## src/rtl/program_sequencer.sv

```systemverilog
// -----------------------------------------------------------------------------
// program_sequencer
//
// Drives the instruction-memory address (pc) every cycle. It supports
// sequential increment, absolute jumps, signed relative branches, jumps
// through a writable far-target table, and call/return through a small
// LIFO return-address stack. Stack misuse is recorded in sticky error flags.
//
// Ports:
//   clock      rising-edge clock
//   start      asynchronous active-high reset (clears every state element)
//   stall      hold pc, stack, depth and flags; far-table writes still land
//   jump_en    take the transfer selected by jump_mode
//   jump_mode  00 absolute, 01 relative, 10 far-table, 11 return
//   call       with a taken jump of mode 00/01/10, push pc+1
//   target     jump operand from the instruction
//   far_we     far-table write enable
//   far_addr   far-table write index
//   far_data   far-table write data
//   pc         current program counter (registered)
//   depth      live stack occupancy (registered)
//   ovf_err    sticky stack overflow (registered)
//   unf_err    sticky stack underflow (registered)
// -----------------------------------------------------------------------------
module program_sequencer #(
  parameter int PC_BITS     = 12,
  parameter int TARGET_BITS = 8,
  parameter int FAR_ENTRIES = 4,
  parameter int STACK_DEPTH = 4,
  localparam int FI = $clog2(FAR_ENTRIES),
  localparam int SC = $clog2(STACK_DEPTH) + 1
) (
  input  logic                   clock,
  input  logic                   start,
  input  logic                   stall,
  input  logic                   jump_en,
  input  logic [1:0]             jump_mode,
  input  logic                   call,
  input  logic [TARGET_BITS-1:0] target,
  input  logic                   far_we,
  input  logic [FI-1:0]          far_addr,
  input  logic [PC_BITS-1:0]     far_data,
  output logic [PC_BITS-1:0]     pc,
  output logic [SC-1:0]          depth,
  output logic                   ovf_err,
  output logic                   unf_err
);

  // Jump mode encodings.
  localparam logic [1:0] MODE_ABS = 2'b00;
  localparam logic [1:0] MODE_REL = 2'b01;
  localparam logic [1:0] MODE_FAR = 2'b10;
  localparam logic [1:0] MODE_RET = 2'b11;

  // Architectural state.
  logic [PC_BITS-1:0] pc_reg;
  logic [PC_BITS-1:0] pc_next;
  logic [SC-1:0]      depth_reg;
  logic [SC-1:0]      depth_next;
  logic               ovf_reg;
  logic               ovf_next;
  logic               unf_reg;
  logic               unf_next;

  // Storage. Both arrays must clear on reset, so they live in flops.
  logic [PC_BITS-1:0] far_mem   [FAR_ENTRIES];
  logic [PC_BITS-1:0] stack_mem [STACK_DEPTH];

  // Per-entry write strobes.
  logic [FAR_ENTRIES-1:0] far_sel;
  logic [STACK_DEPTH-1:0] push_sel;

  // Candidate next-pc values and stack status.
  logic               push_en;
  logic [PC_BITS-1:0] pc_inc;
  logic [PC_BITS-1:0] rel_target;
  logic [PC_BITS-1:0] far_target;
  logic [PC_BITS-1:0] top_value;
  logic               stack_full;
  logic               stack_empty;

  // pc+1 doubles as the sequential successor and the return address to push.
  assign pc_inc = pc_reg + PC_BITS'(1);

  // Relative branch: sign-extend the operand; the sum wraps naturally.
  assign rel_target = pc_reg + {{(PC_BITS-TARGET_BITS){target[TARGET_BITS-1]}}, target};

  // Only the low FI bits of the operand index the far table. The read uses
  // the pre-edge contents, so a same-cycle write to that index is not seen.
  assign far_target = far_mem[target[FI-1:0]];

  assign stack_full  = (depth_reg == SC'(STACK_DEPTH));
  assign stack_empty = (depth_reg == '0);

  // Top of stack is entry depth-1; zero when empty (never used in that case).
  always_comb begin
    top_value = '0;
    for (int i = 0; i < STACK_DEPTH; i++) begin
      if (depth_reg == SC'(i + 1)) begin
        top_value = stack_mem[i];
      end
    end
  end

  // Write decode for the far table and the stack slot at the current depth.
  generate
    for (genvar gi = 0; gi < FAR_ENTRIES; gi++) begin : g_far_sel
      assign far_sel[gi] = far_we && (far_addr == FI'(gi));
    end
    for (genvar gi = 0; gi < STACK_DEPTH; gi++) begin : g_push_sel
      assign push_sel[gi] = push_en && (depth_reg == SC'(gi));
    end
  endgenerate

  // Next-state decision. Priority: stall, then jump_en, then increment.
  always_comb begin
    pc_next    = pc_reg;
    depth_next = depth_reg;
    ovf_next   = ovf_reg;
    unf_next   = unf_reg;
    push_en    = 1'b0;

    if (!stall) begin
      if (jump_en) begin
        unique case (jump_mode)
          MODE_ABS: pc_next = PC_BITS'(target);
          MODE_REL: pc_next = rel_target;
          MODE_FAR: pc_next = far_target;
          MODE_RET: begin
            if (!stack_empty) begin
              pc_next    = top_value;
              depth_next = depth_reg - SC'(1);
            end else begin
              // Return with nothing to pop: fall through and flag it.
              pc_next  = pc_inc;
              unf_next = 1'b1;
            end
          end
          default: pc_next = pc_reg;
        endcase

        // A call rides on any taken non-return jump. When full, the push is
        // dropped but the jump itself still happens.
        if (call && (jump_mode != MODE_RET)) begin
          if (stack_full) begin
            ovf_next = 1'b1;
          end else begin
            push_en    = 1'b1;
            depth_next = depth_reg + SC'(1);
          end
        end
      end else begin
        pc_next = pc_inc;
      end
    end
  end

  // Control state.
  always_ff @(posedge clock or posedge start) begin
    if (start) begin
      pc_reg    <= '0;
      depth_reg <= '0;
      ovf_reg   <= 1'b0;
      unf_reg   <= 1'b0;
    end else begin
      pc_reg    <= pc_next;
      depth_reg <= depth_next;
      ovf_reg   <= ovf_next;
      unf_reg   <= unf_next;
    end
  end

  // Far-target table; writes are independent of stall.
  always_ff @(posedge clock or posedge start) begin
    if (start) begin
      for (int i = 0; i < FAR_ENTRIES; i++) begin
        far_mem[i] <= '0;
      end
    end else begin
      for (int i = 0; i < FAR_ENTRIES; i++) begin
        if (far_sel[i]) begin
          far_mem[i] <= far_data;
        end
      end
    end
  end

  // Return-address stack; a push writes the slot just above the top.
  always_ff @(posedge clock or posedge start) begin
    if (start) begin
      for (int i = 0; i < STACK_DEPTH; i++) begin
        stack_mem[i] <= '0;
      end
    end else begin
      for (int i = 0; i < STACK_DEPTH; i++) begin
        if (push_sel[i]) begin
          stack_mem[i] <= pc_inc;
        end
      end
    end
  end

  assign pc      = pc_reg;
  assign depth   = depth_reg;
  assign ovf_err = ovf_reg;
  assign unf_err = unf_reg;

endmodule

```

## config.mk

```make
export PLATFORM = sky130hd
export DESIGN_NAME = program_sequencer
export DESIGN_NICKNAME = d
export VERILOG_FILES = /design/src/rtl/program_sequencer.sv
export SDC_FILE = /design/constraint.sdc
export NUM_CORES = 1
export LEC_CHECK = 0
export CAP_MARGIN = 25
export CORE_MARGIN = 2
export CORE_UTILIZATION = 55
export DETAILED_ROUTE_END_ITERATION = 10
export GPL_ROUTABILITY_DRIVEN = 0
export GPL_TIMING_DRIVEN = 0
export PLACE_DENSITY_LB_ADDON = 0.12
export SYNTH_ARGS = -nofsm -noshare
export SYNTH_HDL_FRONTEND = slang
export SYNTH_SLANG_ARGS = --single-unit
```

## constraint.sdc

```tcl
create_clock -name clock -period 7.2 [get_ports clock]
set_input_delay 2.16 -clock clock [delete_from_list [all_inputs] [get_ports clock]]
set_output_delay 2.16 -clock clock [all_outputs]
set_load 0.03 [all_outputs]
```

==> results of run 1 <==
-- report_power, final --
| part | leakage, uW | switching, uW | internal (uW) |
|---|---|---|---|
| Combinational | 0.00139 | 522 | 385 |
| Sequential | 0.00143 | 121 | 814 |
| Clock | 0.000298 | 292 | 589 |
| Total | 0.00311 | 936 | 1790 |
-- synth_stat cells, types with 4 or more instances --
master	number	area [sq um]
sky130_fd_sc_hd__buf_2	5	25.0
sky130_fd_sc_hd__nand2_1	78	293
sky130_fd_sc_hd__ha_1	18	225
sky130_fd_sc_hd__xor2_1	10	87.6
sky130_fd_sc_hd__clkbuf_1	21	78.8
sky130_fd_sc_hd__a221oi_1	9	78.8
sky130_fd_sc_hd__inv_1	9	33.8
sky130_fd_sc_hd__o22ai_1	4	25.0
sky130_fd_sc_hd__and2_1	5	31.3
sky130_fd_sc_hd__dfrtp_1	113	2830
sky130_fd_sc_hd__nor2_1	21	78.8
sky130_fd_sc_hd__a22o_1	5	43.8
sky130_fd_sc_hd__a31oi_1	5	31.3
sky130_fd_sc_hd__nand3_1	14	70.1
sky130_fd_sc_hd__xnor2_1	10	87.6
sky130_fd_sc_hd__mux2_2	56	631
sky130_fd_sc_hd__a22oi_1	8	60.1
sky130_fd_sc_hd__nor3_1	5	25.0
sky130_fd_sc_hd__a21oi_1	21	105
sky130_fd_sc_hd__o21ai_0	76	380
sky130_fd_sc_hd__mux2i_1	4	40.0
sky130_fd_sc_hd__mux4_2	11	248
-- worst max-delay path, cell delays in order --
cell	delay, ps
sky130_fd_sc_hd__clkdlybuf4s50_1	630
sky130_fd_sc_hd__ha_1	350
sky130_fd_sc_hd__fa_1	410
sky130_fd_sc_hd__a21oi_1	240
sky130_fd_sc_hd__o211ai_1	220
sky130_fd_sc_hd__a221oi_1	340
sky130_fd_sc_hd__xor2_1	190
sky130_fd_sc_hd__o221ai_1	120
sky130_fd_sc_hd__and2_1	190
-- per-layer routing --
layer | track usage [%] | up-vias
met5 | 0 | -
met4 | 11.7 | 0
met3 | 6.70 | 41
met2 | 46.2 | 173
met1 | 37.8 | 2464
li1 | - | 2276
-- final cells by class --
type / count / area share, %
inverter: 9 / 0.488
buffer: 36 / 2.49
sequential: 113 / 38.0
clock buffer: 23 / 6.27
clock inverter: 9 / 2.07
tap: 140 / 2.35
multi-input combinational: 424 / 42.2
timing repair buffer: 44 / 6.15
-- per-stage QoR --
| stage | worst slack, ps | hold slack (ps) | power [uW] | utilization [%] | std cells |
|---|---|---|---|---|---|
| 2_1_floorplan | 2050 | 445 | 1550 | - | 582 |
| 3_3_place_gp | 478 | 451 | 1800 | 62.4 | 765 |
| 3_5_place_dp | 2260 | 458 | 1840 | 62.7 | 766 |
| 4_1_cts | 2820 | 470 | 2730 | 68.4 | 798 |
| 5_1_grt | 2640 | 495 | 2880 | 68.4 | 798 |
| 6_report | 2760 | 470 | 2720 | 68.4 | 798 |
-- how the worst min path moves through the flow --
stage / to / slack [ps] / cells after the start
detailed placement: unf_err / 460 / 1
global route: unf_err / 500 / 1
CTS: unf_err / 470 / 1
floorplan: stack_mem[9] / 440 / 2
finish: unf_err / 470 / 1
global placement: ovf_err / 450 / 1
-- cell usage in the layout (no fill, tap or decap), types with 3 or more instances in the layout --
cell type	instances
sky130_fd_sc_hd__xnor2_1	10
sky130_fd_sc_hd__mux2_2	56
sky130_fd_sc_hd__o211ai_1	3
sky130_fd_sc_hd__clkbuf_8	6
sky130_fd_sc_hd__buf_2	5
sky130_fd_sc_hd__a221o_1	3
sky130_fd_sc_hd__inv_1	8
sky130_fd_sc_hd__xor2_1	10
sky130_fd_sc_hd__and2_1	5
sky130_fd_sc_hd__clkbuf_1	24
sky130_fd_sc_hd__a22oi_1	8
sky130_fd_sc_hd__mux4_2	11
sky130_fd_sc_hd__clkbuf_16	16
sky130_fd_sc_hd__bufinv_16	4
sky130_fd_sc_hd__or2_2	3
sky130_fd_sc_hd__dfrtp_1	113
sky130_fd_sc_hd__o22ai_1	4
sky130_fd_sc_hd__a31oi_1	5
sky130_fd_sc_hd__ha_1	18
sky130_fd_sc_hd__clkdlybuf4s50_1	43
sky130_fd_sc_hd__a21o_1	3
sky130_fd_sc_hd__a221oi_1	9
sky130_fd_sc_hd__buf_1	3
sky130_fd_sc_hd__nor2_1	21
sky130_fd_sc_hd__nor3_1	5
sky130_fd_sc_hd__mux2i_1	4
sky130_fd_sc_hd__nand2_1	78
sky130_fd_sc_hd__nand3_1	14
sky130_fd_sc_hd__o21ai_0	76
sky130_fd_sc_hd__nand2b_1	3
sky130_fd_sc_hd__a211oi_1	3
sky130_fd_sc_hd__nor2b_1	3
sky130_fd_sc_hd__a21oi_1	21
sky130_fd_sc_hd__o221ai_1	3
sky130_fd_sc_hd__a22o_1	5
-- cells by family (layout without fill, tap and decap cells) --
group                      after synthesis  in the layout  synth area share, %
adders and majority gates               19             19                 3.96
xor gates and xnor gates                20             20                 2.83
DFF                                    113            113                 45.7
muxes                                   72             72                 15.3
AOI/OAI and AO/OA                      165            165                 17.8
and+or+nand+nor                        148            148                 10.8
buffers and inverters                   45            121                 3.54
==> Flow_metrics.wiki, run 1 <==
{| class="wikitable"
! Metric !! Value
|-
| Placement-stage cell area || 6820 sq um
|-
| Routed wire length || 15700 microns
|-
| Unique masters post-synth || 67
|-
| Global-route wire length before repair || 25800 microns
|-
| Endpoint kind of the worst setup timing path || flop
|-
| Starting utilization of the core area || 56.8%
|-
| Origin of the worst setup path || target[0]
|-
| Drt drc || 0
|-
| Vias per inst || 6.21
|-
| Overall fraction of global-route tracks in use || 28.8%
|-
| Met3 wire length || 914 microns
|-
| Number of nets with antenna violations after routing || 0
|-
| R2R depth || 8
|-
| Largest fanout on the critical path || 5
|-
| Clock slew at reported path FFs || 60 ps
|-
| Antenna cells || 0
|-
| Remaining max-slew budget at the tightest pin || 51.5%
|-
| Crit path DAT || 4860 ps
|-
| Die span in x || 110 microns
|-
| Slew Limit Fails || 0
|-
| Area growth, synth to finish || 20.3%
|-
| Maximum number of buffers from clock root to sink || 2
|-
| CTS Sinks || 113
|-
| Antenna violations before repair || 0
|-
| Actual slew at the worst max-slew pin || 728 ps
|-
| Total area of multi-input combinational cells || 3140 sq um
|-
| Routed length on met2 || 7610 microns
|-
| Min Tclk post-route || 4440 ps
|-
| M1 WL || 6760 microns
|-
| Startpoint of the most critical register-to-register path || depth[2]
|-
| Leakage || 0.00311 uW
|-
| Avg Cell Area, Syn || 10.6 sq um
|-
| Share of synthesized area occupied by flip-flops and latches || 45.7%
|-
| YS warnings || 0
|-
| Launch instance of the worst min-delay path || unf_err
|-
| First-iteration detailed-routing DRC count || 475
|-
| Power per Cell Area || 366 nW/um^2
|-
| Post-synth net total || 631
|-
| Die footprint || 12100 sq um
|-
| Core box area || 10900 sq um
|-
| CTS buffer count || 17
|-
| Pin count of the biggest net entering global routing || 58
|-
| Vias in the first global route || 4895
|-
| Post-synthesis cell count || 582
|-
| Seq. cell area || 2830 sq um
|-
| Endpoint of the worst-slack reg-to-reg timing path || pc[1]
|-
| H-Tree Level Count || 4
|-
| Fill cell count || 838
|-
| Kind of start point of the critical path || primary input
|-
| Required time of the critical path || 7620 ps
|-
| Overflow left after global routing || 0
|-
| Height of the chip || 110 microns
|-
| Combined area of all synthesized cells || 6190 sq um
|-
| Clock tree from TritonCTS || yes
|-
| Buffer type at the clock tree root || sky130_fd_sc_hd__clkbuf_8
|-
| RSZ-0062 raised after global routing || false
|-
| Final std cell area, no fill || 7440 sq um
|-
| Total half-perimeter wirelength after legalization and detailed placement || 11300 microns
|-
| Async SR Flop Fraction || 100%
|-
| Number of synthesized register bits || 113
|-
| Clock latency of the later-clocked register in the worst-skew pair || 530 ps
|-
| Highest layer used for signal routing || met4
|-
| Run status || completed
|-
| Tcrit/Tclk final || 61.7%
|-
| Sum of negative setup slack || 0 ps
|-
| Top FF cell, synth || sky130_fd_sc_hd__dfrtp_1
|-
| Routed length per placed instance || 19.7 microns
|-
| Hold Violations, Final || 0
|-
| Site row count || 38
|-
| Critical path capture point || pc[8]
|-
| Nets@finish || 694
|-
| Total I/O pin count || 47
|-
| Fmax || 225 MHz
|-
| Buffers inserted during post-CTS setup optimization || 0
|-
| Number of enable-type register cells in the synthesized netlist || 0
|-
| Classification of the worst setup path || primary input to flop
|-
| IR drop worst, VDD || 0.272 mV
|-
| Register-to-register setup slack || 4480 ps
|-
| Fraction of layout instances using a drive strength above 1 || 18.8%
|-
| Hold-fix buffers at CTS || 0
|-
| Drt pass-1 iters || 5
|-
| Hold Crit Class || flop to flop
|-
| I/O Buffers || 43
|-
| Overall via count from detail_route || 4954
|-
| Finish-stage setup viols || 0
|-
| Post-cts sizing count || 0
|-
| Fin Clk Skew || 4.94 ps
|-
| Count of maximum capacitance violations || 0
|}
Power figures use the tool's default switching activity.
==> run 2: changes to the inputs <==
==> constraint.sdc (replaced) <==
create_clock -name clock -period 4.25 [get_ports clock]
set_input_delay 1.275 -clock clock [delete_from_list [all_inputs] [get_ports clock]]
set_output_delay 1.275 -clock clock [all_outputs]
set_load 0.03 [all_outputs]
==> Flow_metrics.wiki, run 2 (same netlist as run 1, synthesis figures left out) <==
{| class="wikitable"
! Metric !! Value
|-
| Run status || completed
|-
| CP max-delay cell || sky130_fd_sc_hd__clkdlybuf4s50_1
|-
| Site row count || 38 (unchanged)
|-
| Total Power Consumption || 4510 uW (+66%)
|-
| Drt drc || 0 (unchanged)
|-
| Hold Violations, Final || 0 (unchanged)
|-
| Number of nets with antenna violations after routing || 0 (unchanged)
|-
| Clock tree from TritonCTS || yes
|-
| Overall fraction of global-route tracks in use || 28.2% (-0.57 points)
|-
| Classification of the worst setup path || primary input to flop
|-
| Global-route wire length before repair || 25100 microns (-2.5%)
|-
| Non-filler cells, final || 800 (+0.25%)
|-
| Endpoint kind of the worst setup timing path || flop
|-
| I/O Buffers || 43 (unchanged)
|-
| Core box area || 10900 sq um (unchanged)
|-
| Top library cells by usage in the layout, fill and taps aside || sky130_fd_sc_hd__dfrtp_1 (113), sky130_fd_sc_hd__nand2_1 (78), sky130_fd_sc_hd__o21ai_0 (76), sky130_fd_sc_hd__mux2_2 (56), sky130_fd_sc_hd__clkdlybuf4s50_1 (43)
|-
| Kind of start point of the critical path || primary input
|-
| Die footprint || 12100 sq um (unchanged)
|-
| Overflow left after global routing || 0 (unchanged)
|-
| Fin Clk Skew || 7.68 ps (+2.75 ps)
|-
| Height of the chip || 110 microns (unchanged)
|-
| Setup WS pre-CTS || 158 ps (-2100 ps)
|-
| Required time of the critical path || 4660 ps (-2960 ps)
|-
| IR drop worst, VDD || 0.511 mV (+88%)
|-
| Register-to-register setup slack || 1550 ps (-2930 ps)
|-
| H-Tree Level Count || 4 (unchanged)
|-
| Clock slew at reported path FFs || 60 ps (about the same)
|-
| Count of maximum capacitance violations || 0 (unchanged)
|-
| Pin count of the biggest net entering global routing || 42 (-28%)
|-
| Actual slew at the worst max-slew pin || 744 ps (+16.5 ps)
|-
| Slew Limit Fails || 0 (unchanged)
|-
| Post-cts sizing count || 0 (unchanged)
|-
| Routed wire length || 15600 microns (-0.83%)
|-
| Critical path capture point || pc[8]
|-
| Buffers inserted during post-CTS setup optimization || 0 (unchanged)
|-
| Maximum number of buffers from clock root to sink || 2 (unchanged)
|-
| Antenna violations before repair || 0 (unchanged)
|-
| Hold Crit Class || flop to flop
|-
| Min Tclk post-route || 3560 ps
|-
| Vias per inst || 6.14 (-1.2%)
|-
| Buffer type at the clock tree root || sky130_fd_sc_hd__clkbuf_8
|-
| Origin of the worst setup path || target[0]
|-
| First-iteration detailed-routing DRC count || 405 (-15%)
|-
| CTS Sinks || 113 (unchanged)
|-
| Routed length per placed instance || 19.5 microns (-1.1%)
|-
| RSZ-0062 raised after global routing || false
|-
| Largest fanout on the critical path || 5 (unchanged)
|-
| Overall via count from detail_route || 4909 (-0.91%)
|-
| Die span in x || 110 microns (unchanged)
|-
| Commonest non-fill, non-tap cell in the layout || sky130_fd_sc_hd__dfrtp_1
|-
| Tcrit/Tclk final || 83.7%
|-
| Leakage || 0.00310 uW (-0.35%)
|-
| Fmax || 281 MHz
|-
| Drt pass-1 iters || 5 (unchanged)
|-
| Startpoint of the most critical register-to-register path || depth[2]
|-
| Hold Slack || 469 ps (-1.24 ps)
|-
| Sum of negative setup slack || 0 ps (unchanged)
|-
| Nets@finish || 696 (+0.29%)
|-
| CTS buffer count || 17 (unchanged)
|-
| Fraction of layout instances using a drive strength above 1 || 19.2% (+0.40 points)
|-
| Vias in the first global route || 4836 (-1.2%)
|-
| Total half-perimeter wirelength after legalization and detailed placement || 11400 microns (+1.0%)
|-
| Launch instance of the worst min-delay path || unf_err
|-
| Total I/O pin count || 47 (unchanged)
|-
| R2R depth || 9 (+1)
|-
| Endpoint of the worst-slack reg-to-reg timing path || pc[2]
|-
| Hold-fix buffers at CTS || 0 (unchanged)
|-
| Fin worst setup slack || 694 ps (-2070 ps)
|-
| Delay of the slowest critical-path stage || 630 ps (about the same)
|-
| Starting utilization of the core area || 56.8% (unchanged)
|-
| Power per Cell Area || 607 nW/um^2 (+66%)
|-
| Area growth, synth to finish || 20.2% (about the same)
|-
| Critical path cell sequence || clkdlybuf4s50_1 > ha_1 > fa_1 > a21oi_1 > o211ai_1 > a221oi_1 > xor2_1 > o221ai_1 > and2_1
|-
| Placed Cells || 768 (+0.26%)
|-
| Finish-stage setup viols || 0 (unchanged)
|-
| Remaining max-slew budget at the tightest pin || 50.4% (-1.1 points)
|-
| Antenna cells || 0 (unchanged)
|-
| Crit path DAT || 3970 ps (-890 ps)
|-
| Clock latency of the later-clocked register in the worst-skew pair || 520 ps (about the same)
|}
## run 2: area by class of cell
class / instances / area, sq um
Inverter: 9 / 37.5
Buffer: 36 / 185
Clock inverter: 9 / 105
Sequential cell: 113 / 2830
Clock buffer: 23 / 477
Timing Repair Buffer: 46 / 490
Fill cell: 817 / 3450
Multi-Input combinational cell: 424 / 3140
Tap cell: 140 / 175
## run 2: where the power goes
| part | internal [uW] | switching, uW | total (uW) |
|---|---|---|---|
| Clock | 892 | 491 | 1380 |
| Combinational | 655 | 888 | 1540 |
| Sequential | 1380 | 206 | 1580 |
## run 2: per-layer routing
metal / global-route usage (%) / vias up / part of all wire, %
li1: - / 2278 / -
met2: 45.3 / 185 / 50
met3: 8.47 / 30 / 6.3
met1: 36.8 / 2416 / 42
met5: 0 / - / 0
met4: 9.04 / 0 / 2.0
## run 2: how the worst min path moves through the flow
| stage | to | slack (ps) | cells past startpoint |
|---|---|---|---|
| after floorplan | stack_mem[9] | 440 | 2 |
| after global placement | ovf_err | 450 | 1 |
| after detailed placement | unf_err | 460 | 1 |
| after CTS | unf_err | 470 | 1 |
| after global routing | stack_mem[19] | 510 | 2 |
| final | unf_err | 470 | 1 |
## run 2: critical path, delay by kind of cell
kind            cells  cell delay [ps]
simple gates        1              180
buf+inv             1              630
xor+xnor            1              220
compound gates      4              900
fa+ha+maj           2              770
## run 2: metrics by stage
stage               util [%]  area [sq um]
global placement        62.4          6800
global route            68.3          7440
CTS                     68.3          7440
detailed placement      63.0          6860
floorplan                  -          6190
finish                  68.3          7440
